### config.mk
export PLATFORM = sky130hd
export DESIGN_NAME = serail_arbiter_flat
export DESIGN_NICKNAME = d
export VERILOG_FILES = /design/src/rtl/serail_arbiter_if.sv /design/src/rtl/serail_arbiter.sv /design/src/flat_wrapper.sv
export SDC_FILE = /design/constraint.sdc
export NUM_CORES = 1
export LEC_CHECK = 0
export BUFFER_PORTS_ARGS = -buffer_cell sky130_fd_sc_hd__buf_4
export CAP_MARGIN = 20
export CORE_MARGIN = 4
export CORE_UTILIZATION = 40
export CTS_BUF_LIST = sky130_fd_sc_hd__clkbuf_4 sky130_fd_sc_hd__clkbuf_8 sky130_fd_sc_hd__clkbuf_16
export DETAILED_ROUTE_END_ITERATION = 6
export HOLD_SLACK_MARGIN = 0.06
export PLACE_DENSITY = 0.67
export SLEW_MARGIN = 20
export SYNTH_ARGS = -nofsm -noshare
export SYNTH_HDL_FRONTEND = slang
export SYNTH_SLANG_ARGS = --single-unit
### constraint.sdc
create_clock -name clk -period 2.93 [get_ports clk]
set_input_delay 0.879 -clock clk [delete_from_list [all_inputs] [get_ports clk]]
set_output_delay 0.879 -clock clk [all_outputs]
set_load 0.01 [all_outputs]
### src/rtl/serail_arbiter_if.sv
// Bus bundle between the two requesters, the arbiter and the serial slave.
// Signal suffixes are from the arbiter's point of view.
interface serail_arbiter_if #(
  parameter int DATA_W = 32,
  parameter int ADDR_W = 4
);
  logic              req0_ce_i, req0_we_i;
  logic [ADDR_W-1:0] req0_addr_i;
  logic [DATA_W-1:0] req0_data_i, req0_data_o;
  logic              req0_ack_o, req0_err_o;
  logic              req1_ce_i, req1_we_i;
  logic [ADDR_W-1:0] req1_addr_i;
  logic [DATA_W-1:0] req1_data_i, req1_data_o;
  logic              req1_ack_o, req1_err_o;
  logic              serail_ce_o, serail_we_o;
  logic [ADDR_W-1:0] serail_addr_o;
  logic [DATA_W-1:0] serail_data_o, serail_data_i;
  logic              serail_ready_i;
  logic              busy_o, grant_o;

  // arbiter side
  modport slave (
    input  req0_ce_i, req0_we_i, req0_addr_i, req0_data_i,
    input  req1_ce_i, req1_we_i, req1_addr_i, req1_data_i,
    input  serail_data_i, serail_ready_i,
    output req0_data_o, req0_ack_o, req0_err_o,
    output req1_data_o, req1_ack_o, req1_err_o,
    output serail_ce_o, serail_we_o, serail_addr_o, serail_data_o,
    output busy_o, grant_o
  );

  // environment side: requesters plus the serial device
  modport master (
    output req0_ce_i, req0_we_i, req0_addr_i, req0_data_i,
    output req1_ce_i, req1_we_i, req1_addr_i, req1_data_i,
    output serail_data_i, serail_ready_i,
    input  req0_data_o, req0_ack_o, req0_err_o,
    input  req1_data_o, req1_ack_o, req1_err_o,
    input  serail_ce_o, serail_we_o, serail_addr_o, serail_data_o,
    input  busy_o, grant_o
  );
endinterface

### src/rtl/serail_arbiter.sv
// Two-port round-robin arbiter / access sequencer for the serial slave.
// IDLE grants, ACCESS waits for ready or timeout, DONE acks and forces
// a ce-low gap of at least two cycles before the next access.

// Per-port response registers: read data, ack pulse, error flag.
module serail_arbiter_port #(
  parameter int DATA_W = 32
) (
  input  logic              clk,
  input  logic              rst,
  input  logic              done_i,   // this port's access finishes now
  input  logic              rd_i,
  input  logic              err_i,
  input  logic              clr_i,    // leaving DONE
  input  logic [DATA_W-1:0] rdata_i,
  output logic [DATA_W-1:0] data_o,
  output logic              ack_o,
  output logic              err_o
);
  logic [DATA_W-1:0] data_q;
  logic              ack_q, err_q;

  // ack/err live for the DONE cycle only; read data is held until replaced
  always_ff @(posedge clk or negedge rst) begin
    if (!rst) begin
      data_q <= '0;
      ack_q  <= 1'b0;
      err_q  <= 1'b0;
    end else if (done_i) begin
      ack_q <= 1'b1;
      err_q <= err_i;
      if (rd_i) data_q <= err_i ? '0 : rdata_i;
    end else if (clr_i) begin
      ack_q <= 1'b0;
      err_q <= 1'b0;
    end
  end

  assign data_o = data_q;
  assign ack_o  = ack_q;
  assign err_o  = err_q;
endmodule

module serail_arbiter #(
  parameter int DATA_W  = 32,
  parameter int ADDR_W  = 4,
  parameter int TIMEOUT = 255
) (
  input logic             clk,
  input logic             rst,
  serail_arbiter_if.slave bus
);
  localparam int NPORT = 2;

  typedef enum logic [1:0] {IDLE, ACCESS, DONE} state_t;

  state_t            state_q, state_d;
  logic              ce_q, ce_d, we_q, we_d;
  logic [ADDR_W-1:0] addr_q, addr_d;
  logic [DATA_W-1:0] wdata_q, wdata_d;
  logic [7:0]        cnt_q, cnt_d;
  logic              gnt_q, gnt_d, last_q, last_d, busy_q, busy_d;
  logic              fin, fin_err, clr, sel;

  logic [NPORT-1:0]             req_ce, req_we, rsp_ack, rsp_err;
  logic [NPORT-1:0][ADDR_W-1:0] req_addr;
  logic [NPORT-1:0][DATA_W-1:0] req_wdata, rsp_data;

  assign req_ce    = {bus.req1_ce_i,   bus.req0_ce_i};
  assign req_we    = {bus.req1_we_i,   bus.req0_we_i};
  assign req_addr  = {bus.req1_addr_i, bus.req0_addr_i};
  assign req_wdata = {bus.req1_data_i, bus.req0_data_i};

  // next state: grant in IDLE, ready/timeout in ACCESS, ack in DONE
  always_comb begin
    state_d = state_q;
    ce_d    = ce_q;
    we_d    = we_q;
    addr_d  = addr_q;
    wdata_d = wdata_q;
    cnt_d   = cnt_q;
    gnt_d   = gnt_q;
    last_d  = last_q;
    busy_d  = busy_q;
    fin     = 1'b0;
    fin_err = 1'b0;
    clr     = 1'b0;
    // on a tie the port that did not win last time goes first
    sel     = (&req_ce) ? ~last_q : req_ce[1];
    unique case (state_q)
      IDLE: begin
        if (|req_ce) begin
          gnt_d   = sel;
          ce_d    = 1'b1;
          we_d    = req_we[sel];
          addr_d  = req_addr[sel];
          wdata_d = req_wdata[sel];
          cnt_d   = '0;
          busy_d  = 1'b1;
          state_d = ACCESS;
        end
      end
      ACCESS: begin
        cnt_d = cnt_q + 8'd1;
        // ready wins over a timeout landing in the same cycle
        if (bus.serail_ready_i) begin
          fin = 1'b1;
        end else if (cnt_q == 8'(TIMEOUT)) begin
          fin     = 1'b1;
          fin_err = 1'b1;
        end
        if (fin) begin
          ce_d    = 1'b0;
          we_d    = 1'b0;
          state_d = DONE;
        end
      end
      DONE: begin
        clr     = 1'b1;
        last_d  = gnt_q;
        busy_d  = 1'b0;
        state_d = IDLE;
      end
      default: state_d = IDLE;
    endcase
  end

  // state and slave-side registers; reset drops ce to the slave at once
  always_ff @(posedge clk or negedge rst) begin
    if (!rst) begin
      state_q <= IDLE;
      ce_q    <= 1'b0;
      we_q    <= 1'b0;
      addr_q  <= '0;
      wdata_q <= '0;
      cnt_q   <= '0;
      gnt_q   <= 1'b0;
      last_q  <= 1'b1;
      busy_q  <= 1'b0;
    end else begin
      state_q <= state_d;
      ce_q    <= ce_d;
      we_q    <= we_d;
      addr_q  <= addr_d;
      wdata_q <= wdata_d;
      cnt_q   <= cnt_d;
      gnt_q   <= gnt_d;
      last_q  <= last_d;
      busy_q  <= busy_d;
    end
  end

  for (genvar p = 0; p < NPORT; p++) begin : g_port
    serail_arbiter_port #(.DATA_W(DATA_W)) u_port (
      .clk    (clk),
      .rst    (rst),
      .done_i (fin && (gnt_q == 1'(p))),
      .rd_i   (!we_q),
      .err_i  (fin_err),
      .clr_i  (clr),
      .rdata_i(bus.serail_data_i),
      .data_o (rsp_data[p]),
      .ack_o  (rsp_ack[p]),
      .err_o  (rsp_err[p])
    );
  end

  assign bus.req0_data_o   = rsp_data[0];
  assign bus.req0_ack_o    = rsp_ack[0];
  assign bus.req0_err_o    = rsp_err[0];
  assign bus.req1_data_o   = rsp_data[1];
  assign bus.req1_ack_o    = rsp_ack[1];
  assign bus.req1_err_o    = rsp_err[1];
  assign bus.serail_ce_o   = ce_q;
  assign bus.serail_we_o   = we_q;
  assign bus.serail_addr_o = addr_q;
  assign bus.serail_data_o = wdata_q;
  assign bus.busy_o        = busy_q;
  assign bus.grant_o       = gnt_q;
endmodule
### src/flat_wrapper.sv
// flat-port wrapper written by rule: the top's interface ports become plain ports
module serail_arbiter_flat 
#(
  parameter int DATA_W  = 32,
  parameter int ADDR_W  = 4,
  parameter int TIMEOUT = 255
)
  (clk, rst, bus_req0_ce_i, bus_req0_we_i, bus_req0_addr_i, bus_req0_data_i, bus_req1_ce_i, bus_req1_we_i, bus_req1_addr_i, bus_req1_data_i, bus_serail_data_i, bus_serail_ready_i, bus_req0_data_o, bus_req0_ack_o, bus_req0_err_o, bus_req1_data_o, bus_req1_ack_o, bus_req1_err_o, bus_serail_ce_o, bus_serail_we_o, bus_serail_addr_o, bus_serail_data_o, bus_busy_o, bus_grant_o);
  serail_arbiter_if #(.DATA_W(DATA_W), .ADDR_W(ADDR_W)) bus_i ();
  input logic clk;
  input logic rst;
  input wire logic [$bits(bus_i.req0_ce_i)-1:0] bus_req0_ce_i;
  input wire logic [$bits(bus_i.req0_we_i)-1:0] bus_req0_we_i;
  input wire logic [$bits(bus_i.req0_addr_i)-1:0] bus_req0_addr_i;
  input wire logic [$bits(bus_i.req0_data_i)-1:0] bus_req0_data_i;
  input wire logic [$bits(bus_i.req1_ce_i)-1:0] bus_req1_ce_i;
  input wire logic [$bits(bus_i.req1_we_i)-1:0] bus_req1_we_i;
  input wire logic [$bits(bus_i.req1_addr_i)-1:0] bus_req1_addr_i;
  input wire logic [$bits(bus_i.req1_data_i)-1:0] bus_req1_data_i;
  input wire logic [$bits(bus_i.serail_data_i)-1:0] bus_serail_data_i;
  input wire logic [$bits(bus_i.serail_ready_i)-1:0] bus_serail_ready_i;
  output wire logic [$bits(bus_i.req0_data_o)-1:0] bus_req0_data_o;
  output wire logic [$bits(bus_i.req0_ack_o)-1:0] bus_req0_ack_o;
  output wire logic [$bits(bus_i.req0_err_o)-1:0] bus_req0_err_o;
  output wire logic [$bits(bus_i.req1_data_o)-1:0] bus_req1_data_o;
  output wire logic [$bits(bus_i.req1_ack_o)-1:0] bus_req1_ack_o;
  output wire logic [$bits(bus_i.req1_err_o)-1:0] bus_req1_err_o;
  output wire logic [$bits(bus_i.serail_ce_o)-1:0] bus_serail_ce_o;
  output wire logic [$bits(bus_i.serail_we_o)-1:0] bus_serail_we_o;
  output wire logic [$bits(bus_i.serail_addr_o)-1:0] bus_serail_addr_o;
  output wire logic [$bits(bus_i.serail_data_o)-1:0] bus_serail_data_o;
  output wire logic [$bits(bus_i.busy_o)-1:0] bus_busy_o;
  output wire logic [$bits(bus_i.grant_o)-1:0] bus_grant_o;
  assign bus_i.req0_ce_i = bus_req0_ce_i;
  assign bus_i.req0_we_i = bus_req0_we_i;
  assign bus_i.req0_addr_i = bus_req0_addr_i;
  assign bus_i.req0_data_i = bus_req0_data_i;
  assign bus_i.req1_ce_i = bus_req1_ce_i;
  assign bus_i.req1_we_i = bus_req1_we_i;
  assign bus_i.req1_addr_i = bus_req1_addr_i;
  assign bus_i.req1_data_i = bus_req1_data_i;
  assign bus_i.serail_data_i = bus_serail_data_i;
  assign bus_i.serail_ready_i = bus_serail_ready_i;
  assign bus_req0_data_o = bus_i.req0_data_o;
  assign bus_req0_ack_o = bus_i.req0_ack_o;
  assign bus_req0_err_o = bus_i.req0_err_o;
  assign bus_req1_data_o = bus_i.req1_data_o;
  assign bus_req1_ack_o = bus_i.req1_ack_o;
  assign bus_req1_err_o = bus_i.req1_err_o;
  assign bus_serail_ce_o = bus_i.serail_ce_o;
  assign bus_serail_we_o = bus_i.serail_we_o;
  assign bus_serail_addr_o = bus_i.serail_addr_o;
  assign bus_serail_data_o = bus_i.serail_data_o;
  assign bus_busy_o = bus_i.busy_o;
  assign bus_grant_o = bus_i.grant_o;
  serail_arbiter #(.DATA_W(DATA_W), .ADDR_W(ADDR_W), .TIMEOUT(TIMEOUT)) u_core (.clk(clk), .rst(rst), .bus(bus_i));
endmodule
==> flow_summary.json <==
{
  "fin_area_um2": 7190,
  "cts_hold_buf": 0,
  "drt_iter0_drc": 377,
  "final_cell_mix": "buf_4, dfrtp_1, a22o_1, nand2_1, o21ai_0",
  "max_clock_freq_ghz": 0.474,
  "fillCellCount": 935,
  "synth_area_um2": 4860,
  "gp_congestion": 0.840,
  "worst-path-buf-inv": 0,
  "whs_ns": 0.480,
  "synthCells": 395,
  "setup_viol": 0,
  "tns_ns": 0,
  "ys.warnings.count": 0,
  "critPathMaxStageDelay_ns": 0.44,
  "n_antenna_cell": 0,
  "rows": 39,
  "critical_path_class": "reg2reg",
  "clk_path_buf_depth": 2,
  "synth_cell_types": 35,
  "layout.cells.non_filler": 767,
  "synthArstFlopShare_pct": 100,
  "dpl_cell_area_um2": 6610,
  "power_density_nw_per_um2": 1090,
  "ys_seq_area_share_pct": 61.3,
  "drv_cap": 0,
  "cp_data_arrival_time_ns": 2.39,
  "cp_max_fo": 32,
  "ant_nets": 0,
  "grt_use_total_pct": 19.5,
  "finalCritPeriodShare_pct": 72.0,
  "worst_pin_slew_ns": 0.667,
  "cts.reportedPaths.clkPinSlew_ns": 0.05,
  "cts_root_buf": "clkbuf_16",
  "cp_common_cell": "nand3_4",
  "end_kind": "flip-flop",
  "num_io_pins": 219,
  "utilization_pct": 61.7,
  "overflow": 0,
  "core_um2": 11700,
  "rsz0062_at_grt": "false",
  "avgSynthCellArea_um2": 12.3,
  "drc": 0,
  "die_x_um": 118,
  "regToRegSetupSlack_ns": 0.82,
  "status": "complete, no violations",
  "grt_pass1_wl_mm": 22.0,
  "vias": 4018,
  "start_util_pct": 41.7,
  "placedCellCount": 735,
  "clock_skew_ns": 0.00624,
  "critPathTopFamily": "compound AO/OA/AOI/OAI gates",
  "dr.pass1.iters": 5,
  "die_y_um": 118,
  "crit_required_ns": 3.22,
  "power_leakage_nw": 3.66,
  "final_common_cell": "buf_4",
  "clock_latency_ns": 0.40,
  "htree_num_levels": 4,
  "multiInputGateArea_um2": 1710,
  "synth_nets": 507,
  "period_minus_slack_ns": 2.11,
  "grt_pass1_vias": 4132,
  "cpMaxStageDelayCell": "o31ai_4",
  "slew_headroom_pct": 55.1,
  "synth-seq-cells": 119,
  "dp_hpwl_mm": 9.30,
  "io_buffers": 218,
  "slew_viol_final": 0,
  "cts-resized-gates": 0,
  "ir_drop_mv": 0.400,
  "drive_gt1_share_pct": 43.1,
  "antenna_found_initial": 0,
  "wl_per_cell_um": 17.2,
  "clock-sinks": 119,
  "die_area_um2": 14000,
  "layout.nets": 723,
  "postCtsSetupBuffers": 0,
  "cts_tree": "done",
  "cts_inserted_buffers": 17,
  "cp_cell_sequence": "ha_1 -> nand3_4 -> o31ai_4 -> nand3_4 -> a22o_2",
  "cp-start-kind": "flip-flop",
  "hold_viol": 0,
  "area_growth_pct": 47.9,
  "wl_mm": 13.2,
  "synth-edff-count": 0,
  "ff_latch_area_um2": 2980,
  "vias_per_cell": 5.24,
  "hp-class": "reg2reg",
  "synthFlopType": "dfrtp_1",
  "grt_max_degree": 120
}
-- flip-flops by register name, summed over array words and instances, names as in the netlist, 2 cells and up --
name and flops:
u_core.g_port.u_port.data_o 64, u_core.cnt_q 8, u_core.g_port.u_port.err_o 2, u_core.bus.serail_data_o 32, u_core.state_q 2, u_core.bus.serail_addr_o 4, u_core.g_port.u_port.ack_o 2
-- worst reg2reg max path: stages, from the launching register on --
cell and delay (ns):
dfrtp_1 0.38, ha_1 0.25, nand3_4 0.14, o31ai_4 0.44, nand3_4 0.42, a22o_2 0.37
-- cell families after synthesis --
| kind of cell | after synthesis | synth area share [%] |
|---|---|---|
| AOI/OAI and AO/OA | 130 | 19.4 |
| DFF | 119 | 61.3 |
| adders and majority gates | 1 | 0.257 |
| buffers and inverters | 33 | 3.91 |
| muxes | 38 | 7.85 |
| and+or+nand+nor | 74 | 7.26 |
-- cells in the mapped netlist, types with 2 or more instances --
cell type / n / area share (%)
a22o_1: 60 / 11
buf_2: 11 / 1.1
o41ai_1: 2 / 0.36
a22o_2: 4 / 0.82
nand2b_1: 2 / 0.26
o21ai_1: 8 / 0.82
o22ai_1: 2 / 0.26
nand3_4: 3 / 1.1
nand3_1: 4 / 0.41
a21oi_1: 4 / 0.41
clkbuf_1: 8 / 0.62
nor2_1: 6 / 0.46
buf_4: 2 / 0.31
nand2_1: 53 / 4.1
o311ai_0: 2 / 0.36
buf_6: 6 / 1.4
a22oi_1: 2 / 0.31
o21ai_0: 41 / 4.2
inv_1: 6 / 0.46
dfrtp_1: 118 / 61
mux2i_1: 37 / 7.6
-- final timing paths --
kind / from / endpoint / cells after the start
max in group asynchronous: rst / u_core.bus.serail_data_o[19] / 2
min in group asynchronous: rst / u_core.g_port[0].u_port.data_o[24] / 2
max reg2reg: u_core.cnt_q[0] / u_core.g_port[1].u_port.data_o[0] / 5
min reg2reg: u_core.bus.busy_o / u_core.bus.busy_o / 2
min: u_core.bus.busy_o / u_core.bus.busy_o / 2
max: u_core.cnt_q[0] / u_core.g_port[1].u_port.data_o[0] / 5
-- cell type report --
class / instances / share of cell area (%)
Inverter: 6 / 0.313
Tap cell: 143 / 2.49
Timing Repair Buffer: 224 / 23.9
Clock inverter: 15 / 2.14
Multi-Input combinational cell: 243 / 23.8
Sequential cell: 119 / 41.4
Clock buffer: 17 / 5.92
-- per-stage QoR --
stage	power [mW]	setup WS [ns]
global placement	5.81	0.834
CTS	7.92	0.772
detailed placement	5.87	0.783
global route	8.33	0.646
floorplan	4.26	1.02
finish	7.82	0.821
-- per-layer routing --
layer | vias up | share of wire [%] | GRT usage [%]
li1 | 1882 | - | -
met1 | 1892 | 43 | 26.2
met2 | 229 | 45 | 29.7
met3 | 15 | 10 | 6.78
met4 | 0 | 1.5 | 6.89
met5 | - | 0 | 0
-- report_power, final --
| group | switching (mW) | total [mW] | internal (mW) |
|---|---|---|---|
| registers | 0.485 | 2.86 | 2.37 |
| logic | 1.43 | 2.96 | 1.53 |
| clock network | 0.747 | 2.00 | 1.25 |
Power figures use the tool's default switching activity.
